$ cat src/rtl/alu_issue.sv
// Instruction-issue controller for the 8-bit ALU: owns a 4-entry register file,
// sequences one instruction at a time through IDLE -> (EXEC) -> RESP.
module alu_issue #(
  parameter int NREGS = 4,
  parameter int WIDTH = 8
) (
  input  logic             clk,
  input  logic             rst_n,
  input  logic             in_valid,
  output logic             in_ready,
  input  logic [2:0]       in_op,
  input  logic [1:0]       in_rd,
  input  logic [1:0]       in_rs,
  input  logic [1:0]       in_rt,
  input  logic [WIDTH-1:0] in_imm,
  output logic [WIDTH-1:0] alu_x,
  output logic [WIDTH-1:0] alu_y,
  output logic [1:0]       alu_sel,
  input  logic [WIDTH-1:0] alu_result,
  input  logic             alu_zero,
  output logic             out_valid,
  input  logic             out_ready,
  output logic [WIDTH-1:0] out_data,
  output logic             out_zero,
  output logic [1:0]       out_rd,
  output logic             out_err
);

  localparam logic [1:0] ST_IDLE = 2'd0;
  localparam logic [1:0] ST_EXEC = 2'd1;
  localparam logic [1:0] ST_RESP = 2'd2;

  localparam logic [2:0] OP_LDI  = 3'b100;
  localparam logic [2:0] OP_MOV  = 3'b101;
  localparam logic [2:0] OP_READ = 3'b110;
  localparam logic [2:0] OP_ILL  = 3'b111;

  localparam logic [1:0] SEL_OR = 2'b11;

  logic [1:0]       state;
  logic [2:0]       op_q;
  logic [1:0]       rd_q;
  logic [WIDTH-1:0] regs [NREGS];

  assign in_ready  = (state == ST_IDLE);
  assign out_valid = (state == ST_RESP);

  always_ff @(posedge clk or negedge rst_n) begin
    if (!rst_n) begin
      state    <= ST_IDLE;
      op_q     <= '0;
      rd_q     <= '0;
      alu_x    <= '0;
      alu_y    <= '0;
      alu_sel  <= '0;
      out_data <= '0;
      out_zero <= 1'b0;
      out_rd   <= '0;
      out_err  <= 1'b0;
      for (int i = 0; i < NREGS; i++) regs[i] <= '0;
    end else begin
      case (state)
        ST_IDLE: begin
          if (in_valid) begin
            op_q <= in_op;
            rd_q <= in_rd;
            case (in_op)
              OP_LDI: begin
                regs[in_rd] <= in_imm;
                out_data    <= in_imm;
                out_zero    <= (in_imm == '0);
                out_rd      <= in_rd;
                out_err     <= 1'b0;
                state       <= ST_RESP;
              end
              OP_ILL: begin
                out_data <= '0;
                out_zero <= 1'b0;
                out_rd   <= in_rd;
                out_err  <= 1'b1;
                state    <= ST_RESP;
              end
              OP_MOV, OP_READ: begin
                // Pass-through is an OR with zero so the ALU stays the only arithmetic path.
                alu_x   <= regs[in_rs];
                alu_y   <= '0;
                alu_sel <= SEL_OR;
                state   <= ST_EXEC;
              end
              default: begin
                alu_x   <= regs[in_rs];
                alu_y   <= regs[in_rt];
                alu_sel <= in_op[1:0];
                state   <= ST_EXEC;
              end
            endcase
          end
        end
        ST_EXEC: begin
          out_data <= alu_result;
          out_zero <= alu_zero;
          out_rd   <= rd_q;
          out_err  <= 1'b0;
          if (op_q != OP_READ) regs[rd_q] <= alu_result;
          state <= ST_RESP;
        end
        ST_RESP: begin
          if (out_ready) state <= ST_IDLE;
        end
        default: state <= ST_IDLE;
      endcase
    end
  end

endmodule
$ cat config.mk
export PLATFORM = sky130hd
export DESIGN_NAME = alu_issue
export DESIGN_NICKNAME = d
export VERILOG_FILES = /design/src/rtl/alu_issue.sv
export SDC_FILE = /design/constraint.sdc
export NUM_CORES = 1
export LEC_CHECK = 0
export CORE_MARGIN = 2
export CORE_UTILIZATION = 58
export DETAILED_ROUTE_END_ITERATION = 10
export HOLD_SLACK_MARGIN = 0.08
export MAX_ROUTING_LAYER = met4
export PLACE_DENSITY_LB_ADDON = 0.05
export SETUP_SLACK_MARGIN = 0.15
export SYNTH_ARGS = -nofsm -noshare
export SYNTH_HDL_FRONTEND = slang
export SYNTH_SLANG_ARGS = --single-unit
$ cat constraint.sdc
create_clock -name clk -period 2.8 [get_ports clk]
set_input_delay 0.84 -clock clk [delete_from_list [all_inputs] [get_ports clk]]
set_output_delay 0.84 -clock clk [all_outputs]
set_load 0.02 [all_outputs]
# After elaboration in Yosys (flattened, before gate mapping)
# Cells that the tools add are included.
totals:
  regBits: 69
  input_bits: 30
  output_inout_bits: 32
  wordCells: 85
classes:
  n_lt_le_gt_ge: 6
  n_eq_ne: 13
  n_mux: 34
  n_bitwise: 5
  reduce_logical: 13
ops:
  columns: ["operator", "n"]
  rows:
  - ["32-bit two-way mux", 3]
  - ["32-bit bitwise mux", 2]
  - ["32-bit case mux with 2 select lines", 1]
  - ["8-bit two-way mux", 7]
  - ["8-bit case mux with 2 select lines", 3]
  - ["8-bit binary-select mux with 2-bit select", 2]
  - ["8-bit demux with 2-bit select", 2]
  - ["3-bit == test (second input constant)", 4]
  - ["3-bit greater-or-equal comparator (second input constant)", 4]
  - ["2-bit NOT with 3-bit output", 4]
  - ["2-bit two-way mux", 5]
  - ["3-bit AND reduction", 3]
  - ["8-bit logical NOT", 1]
  - ["1-bit case mux with 2 select lines", 4]
  - ["2-bit case mux with 2 select lines", 2]
  - ["3-bit by 1-bit < comparator with 1-bit output (second input constant)", 2]
  - ["2-bit inequality test (second input constant)", 3]
  - ["2-bit case mux with 3 select lines", 1]
  - ["2-bit by 1-bit inequality test with 1-bit output (second input constant)", 2]
  - ["2-bit AND reduction", 2]
  - ["4-bit AND reduction", 1]
  - ["2-bit OR reduction", 2]
  - ["3-bit by 1-bit inequality test with 1-bit output (second input constant)", 1]
  - ["3-bit inequality test (second input constant)", 1]
  - ["other kinds (7)", 9]

# Depth between registers and ports, before layout
logic_depth:
  ltp_word: 9
  ltp_mapped: 6
  depth_no_buf: 5

# Worst setup path after synthesis
# OpenSTA, ideal clock, no wires.
synth_path:
  path_type: "input-to-reg"
  startpoint: "input in_op[0]"
  endpoint: "register regs[24] (netlist bit)"
  setup_ns: 0.125
  arrival_time_ns: 2.103
  required_time_ns: 2.675
  path_slack_ns: 0.571
  path_stages: 5
  n_path_buf: 1
  path_cell_list: "or4_4 > a2bb2oi_2 > o21ba_4 > buf_12 > mux2_4"
synth_between:
  elab_chain_len: 3
synth_lines:
  columns: ["element", "line_no", "source"]
  rows:
  - ["start: declaration", "11", "input logic [2:0] in_op,"]
  - ["3-bit == test", "67", "case (in_op)"]
  - ["2-bit by 1-bit inequality test with 1-bit output (no source line)", null, null]
  - ["4-bit AND reduction (no source line)", null, null]
  - ["end signal: indexed assignment", "69", "regs[in_rd] <= in_imm;"]
  - ["end signal: indexed assignment", "104", "if (op_q != OP_READ) regs[rd_q] <= alu_result;"]
  - ["end: declaration", "43", "logic [WIDTH-1:0] regs [NREGS];"]
# No other way between the ends.
# A chain may end at the register's enable or synchronous reset.

# Worst setup path in the final report
layout_path:
  startpoint: "register state[0]"
  endpoint: "output in_ready"
layout_between:
  elab_chain_len: 1
layout_lines:
  columns: ["element", "line_no", "source"]
  rows:
  - ["start: declaration", "40", "logic [1:0] state;"]
  - ["start signal: assignment", "50", "state <= ST_IDLE;"]
  - ["start signal: assignment", "74", "state <= ST_RESP;"]
  - ["start signal: assignment", "81", "state <= ST_RESP;"]
  - ["2-bit logical NOT", "45", "assign in_ready = (state == ST_IDLE);"]
  - ["end: declaration", "10", "output logic in_ready,"]
# No other way between the ends.

==> results list <==
- OpenSTA, run right after detailed placement, puts the worst setup slack at 0.01010 ns.
- Count of nets left with antenna violations after detail routing: 0
- By area the synthesized netlist is led by sky130_fd_sc_hd__dfrtp_1 46%, sky130_fd_sc_hd__mux2_4 13%, sky130_fd_sc_hd__mux4_2 9.7%.
* Maximum fanout along the worst path: 8
- The library cell used most frequently in the layout, excluding fill and tap cells, is sky130_fd_sc_hd__dfrtp_1.
- The top cell types in the final layout, fill and taps aside, are 68 x sky130_fd_sc_hd__dfrtp_1, 59 x sky130_fd_sc_hd__clkdlybuf4s50_1, 32 x sky130_fd_sc_hd__a22o_1, 32 x sky130_fd_sc_hd__mux2_4, 18 x sky130_fd_sc_hd__buf_4.
- Dividing total power by cell area gives a power density of 965.7 nW/µm².
* Met2 track demand over resource: 43.87%
* Util after Layout: 73.61%
- Final wirelength: 9037 µm
- Total Negative Setup Slacks: 0 ns
* Area growth from synthesis to layout: 23.84%
- Final Critical Period: 2.469 ns
- For this run, the top clock speed supported by timing is 405.1 MHz.
* Floorplan die width: 84.21 µm
- The number of different library cells used by synthesis comes to 45.
- The worst hold path belongs to the class reg2reg.
- The floorplan step defined a core boundary enclosing 6277 µm².
- Hold violation total from the final report: 0
* Total power of the final layout: 4.462 mW
* Number of global-route vias before repair: 2741
* Initial DRC Count: 162
- Clock slew at the register clock pins of the worst setup and hold paths: 0.07 ns
- Number of iterations in the first detailed-routing pass: 4
- Of the available clock period, the critical path in the final layout requires 88.17%.
- Async SR Flop Fraction: 100.0%
* Number of post-CTS setup repair buffers: 0
- Post-CTS Hold Buffers: 0
- Max IR drop VDD: 0.5319 mV
- Setup-failing EPs final: 0
- For the worst setup path, the data required time is 1.96 ns.
* Highest-utilization routing layer at the global route stage: met2
- At the pin with the least slew margin, the transition time is 0.4914 ns.
* Post-synth EDFFs: 0
- In the routed design, unresolved DRC markers number 0.
- Fraction of layout cells with a size suffix above 1: 35.65%
- The die covers 7090 µm².
- Standard cell area after detailed placement: 4458 µm²
- Antenna diode count: 0
- The first global-routing pass estimated 14810 µm of wire.
- Final worst slack: 0.3314 ns
* Starting density of the core: 59.44%
* Clock insertion delay at the later pin of the skew report: 0.35 ns
- Average cell area after synthesis: 14.81 µm²
* Remaining global-route overflow: 0
- CTS Buf Count: 9
- Summing over every cut layer, the via total after detailed routing is 2574.
* Final instance area: 4621 µm²
- Total nets after synthesis: 282
- Met3 routing resource usage after global routing: 6.096%
- Flip-flop cell with the highest count after synthesis: sky130_fd_sc_hd__dfrtp_1
- In this run the number of H-tree levels came out at 3.
- TritonCTS built the clock tree.
- Site row count: 29
* Number of sinks handled by clock tree synthesis: 69
- Clock Tree Root: sky130_fd_sc_hd__clkbuf_8
* Class of the most critical setup path: reg2out
* Yosys top cell area share: 46.28%
- Global routing used 28.35% of the available tracks across all layers.
- Summed instance area of the synthesized netlist: 3731 µm²
* Run status: completed
- Pin count of the biggest net entering global routing: 70
* Headroom to the max-slew limit: 67.14%
* Synthesized flop and latch total: 69
- Startpoint class of the critical path: flop
- After the last flow step, the layout net total stands at 357.
- Max-slew violation count: 0
* Global placement routability congestion: 0.8745
* Arrival time at the worst endpoint: 1.63 ns
- Share of synthesized area occupied by flip-flops and latches: 46.28%
* Number of instances in the synthesized netlist: 252
- Ratio of routed vias to standard cells: 6.309
- Number of antenna violations at the first check in global routing: 0
* Nature of the critical path endpoint: output pin
- The filler cells instantiated in the layout total 436.
* Post-DP HPWL: 6318 µm
* Buffers on Ports: 61
- Dividing the detail-routed wire length by the instance count gives 22.15 µm.
- Yosys printed 0 warnings.
- Maximum buffer depth of the clock tree: 2
- For this run, global-route usage on met1 was measured as 36.78%.
- Between clock sinks in the finished design, the worst skew comes to 0.007002 ns.
* Boundary Pins: 62
- The synthesized design spends more area on one cell type than any other, namely sky130_fd_sc_hd__dfrtp_1.
* Leakage power summed over all cells: 2.073 nW
- Setup repair after global routing missed its margin: false
* Vertical extent of the die: 84.21 µm
- The tool flagged a number of max-cap violations equal to 0.
## per-layer routing
layer | vias up | share of wire, %
met2 | 101 | 48
met4 | 0 | 2.3
li1 | 1146 | -
met1 | 1311 | 43
met3 | 16 | 6.7
met5 | - | 0
## state kept, by name (all words and copies together), names as in the netlist
name / flops
alu_sel: 2
alu_x: 8
alu_y: 8
op_q: 3
regs: 32
out_err: 1
state: 2
out_data: 8
rd_q: 2
out_zero: 1
out_rd: 2
## cells by family after synthesis
logic type / Yosys count / synth area share (%)
buffers and inverters: 19 / 3.790
xor gates and xnor gates: 1 / 0.2348
and+or+nand+nor: 35 / 6.708
muxes: 62 / 26.73
AOI/OAI and AO/OA: 66 / 16.26
DFF: 69 / 46.28
## through the flow
stage,cells,hold slack [ns]
floorplan,252,0.4503
global placement,393,0.4669
detailed placement,393,0.4825
CTS,408,0.5066
global route,408,0.5158
finish,408,0.5024
## final timing paths
check	startpoint	to	slack, ns	cells past startpoint
worst max-delay path	state[0]$_DFFE_PN0P_	in_ready	0.33	2
worst min-delay path	alu_y[5]$_DFFE_PN0P_	alu_y[5]$_DFFE_PN0P_	0.50	1
worst max register to register	state[1]$_DFFE_PN0P_	regs[14]$_DFFE_PN0P_	0.77	4
worst min register to register	alu_y[5]$_DFFE_PN0P_	alu_y[5]$_DFFE_PN0P_	0.50	1
max in group asynchronous	rst_n	state[1]$_DFFE_PN0P_	1.98	2
min in group asynchronous	rst_n	alu_y[1]$_DFFE_PN0P_	0.51	2
## cells in the mapped netlist (all sizes together) (2+ instances only)
cell     count
nor2         3
mux2        45
inv          3
clkbuf       6
o21ai        4
and2         8
mux4        16
nor3b        4
buf         10
o2bb2ai      2
and3         2
nand2        5
nor4         2
nor3         2
a221o        8
a22o        40
a31oi        2
a21oi        2
dfrtp       69
o21ba        3
## worst max-delay path: stages (launching register included)
cell,delay [ns]
sky130_fd_sc_hd__dfrtp_1,0.46
sky130_fd_sc_hd__nor2_1,0.19
sky130_fd_sc_hd__clkdlybuf4s50_1,0.64
## power by group
group | switching, mW | total (mW) | internal [mW]
combinational | 0.765 | 1.94 | 1.18
clock | 0.357 | 0.696 | 0.339
sequential | 0.367 | 1.82 | 1.46
total | 1.49 | 4.46 | 2.97
## repair_timing
| item | in CTS | in global routing |
|---|---|---|
| endpoints found under the setup margin | 0 | 1 |
| hold endpoints to repair | 0 | 0 |
| resized for setup | 0 | 2 |
## layout make-up
class                           instances  area (µm²)  area share [%]
Multi-Input combinational cell        164        1863           40.32
Sequential cell                        69        1728           37.40
Clock buffer                           13       148.9           3.222
Inverter                                3       11.26          0.2437
Timing Repair Buffer                   80       763.2           16.52
Tap cell                               77       96.34           2.085
Clock inverter                          2       10.01          0.2166
No activity file was read; power rests on OpenSTA's default activity.
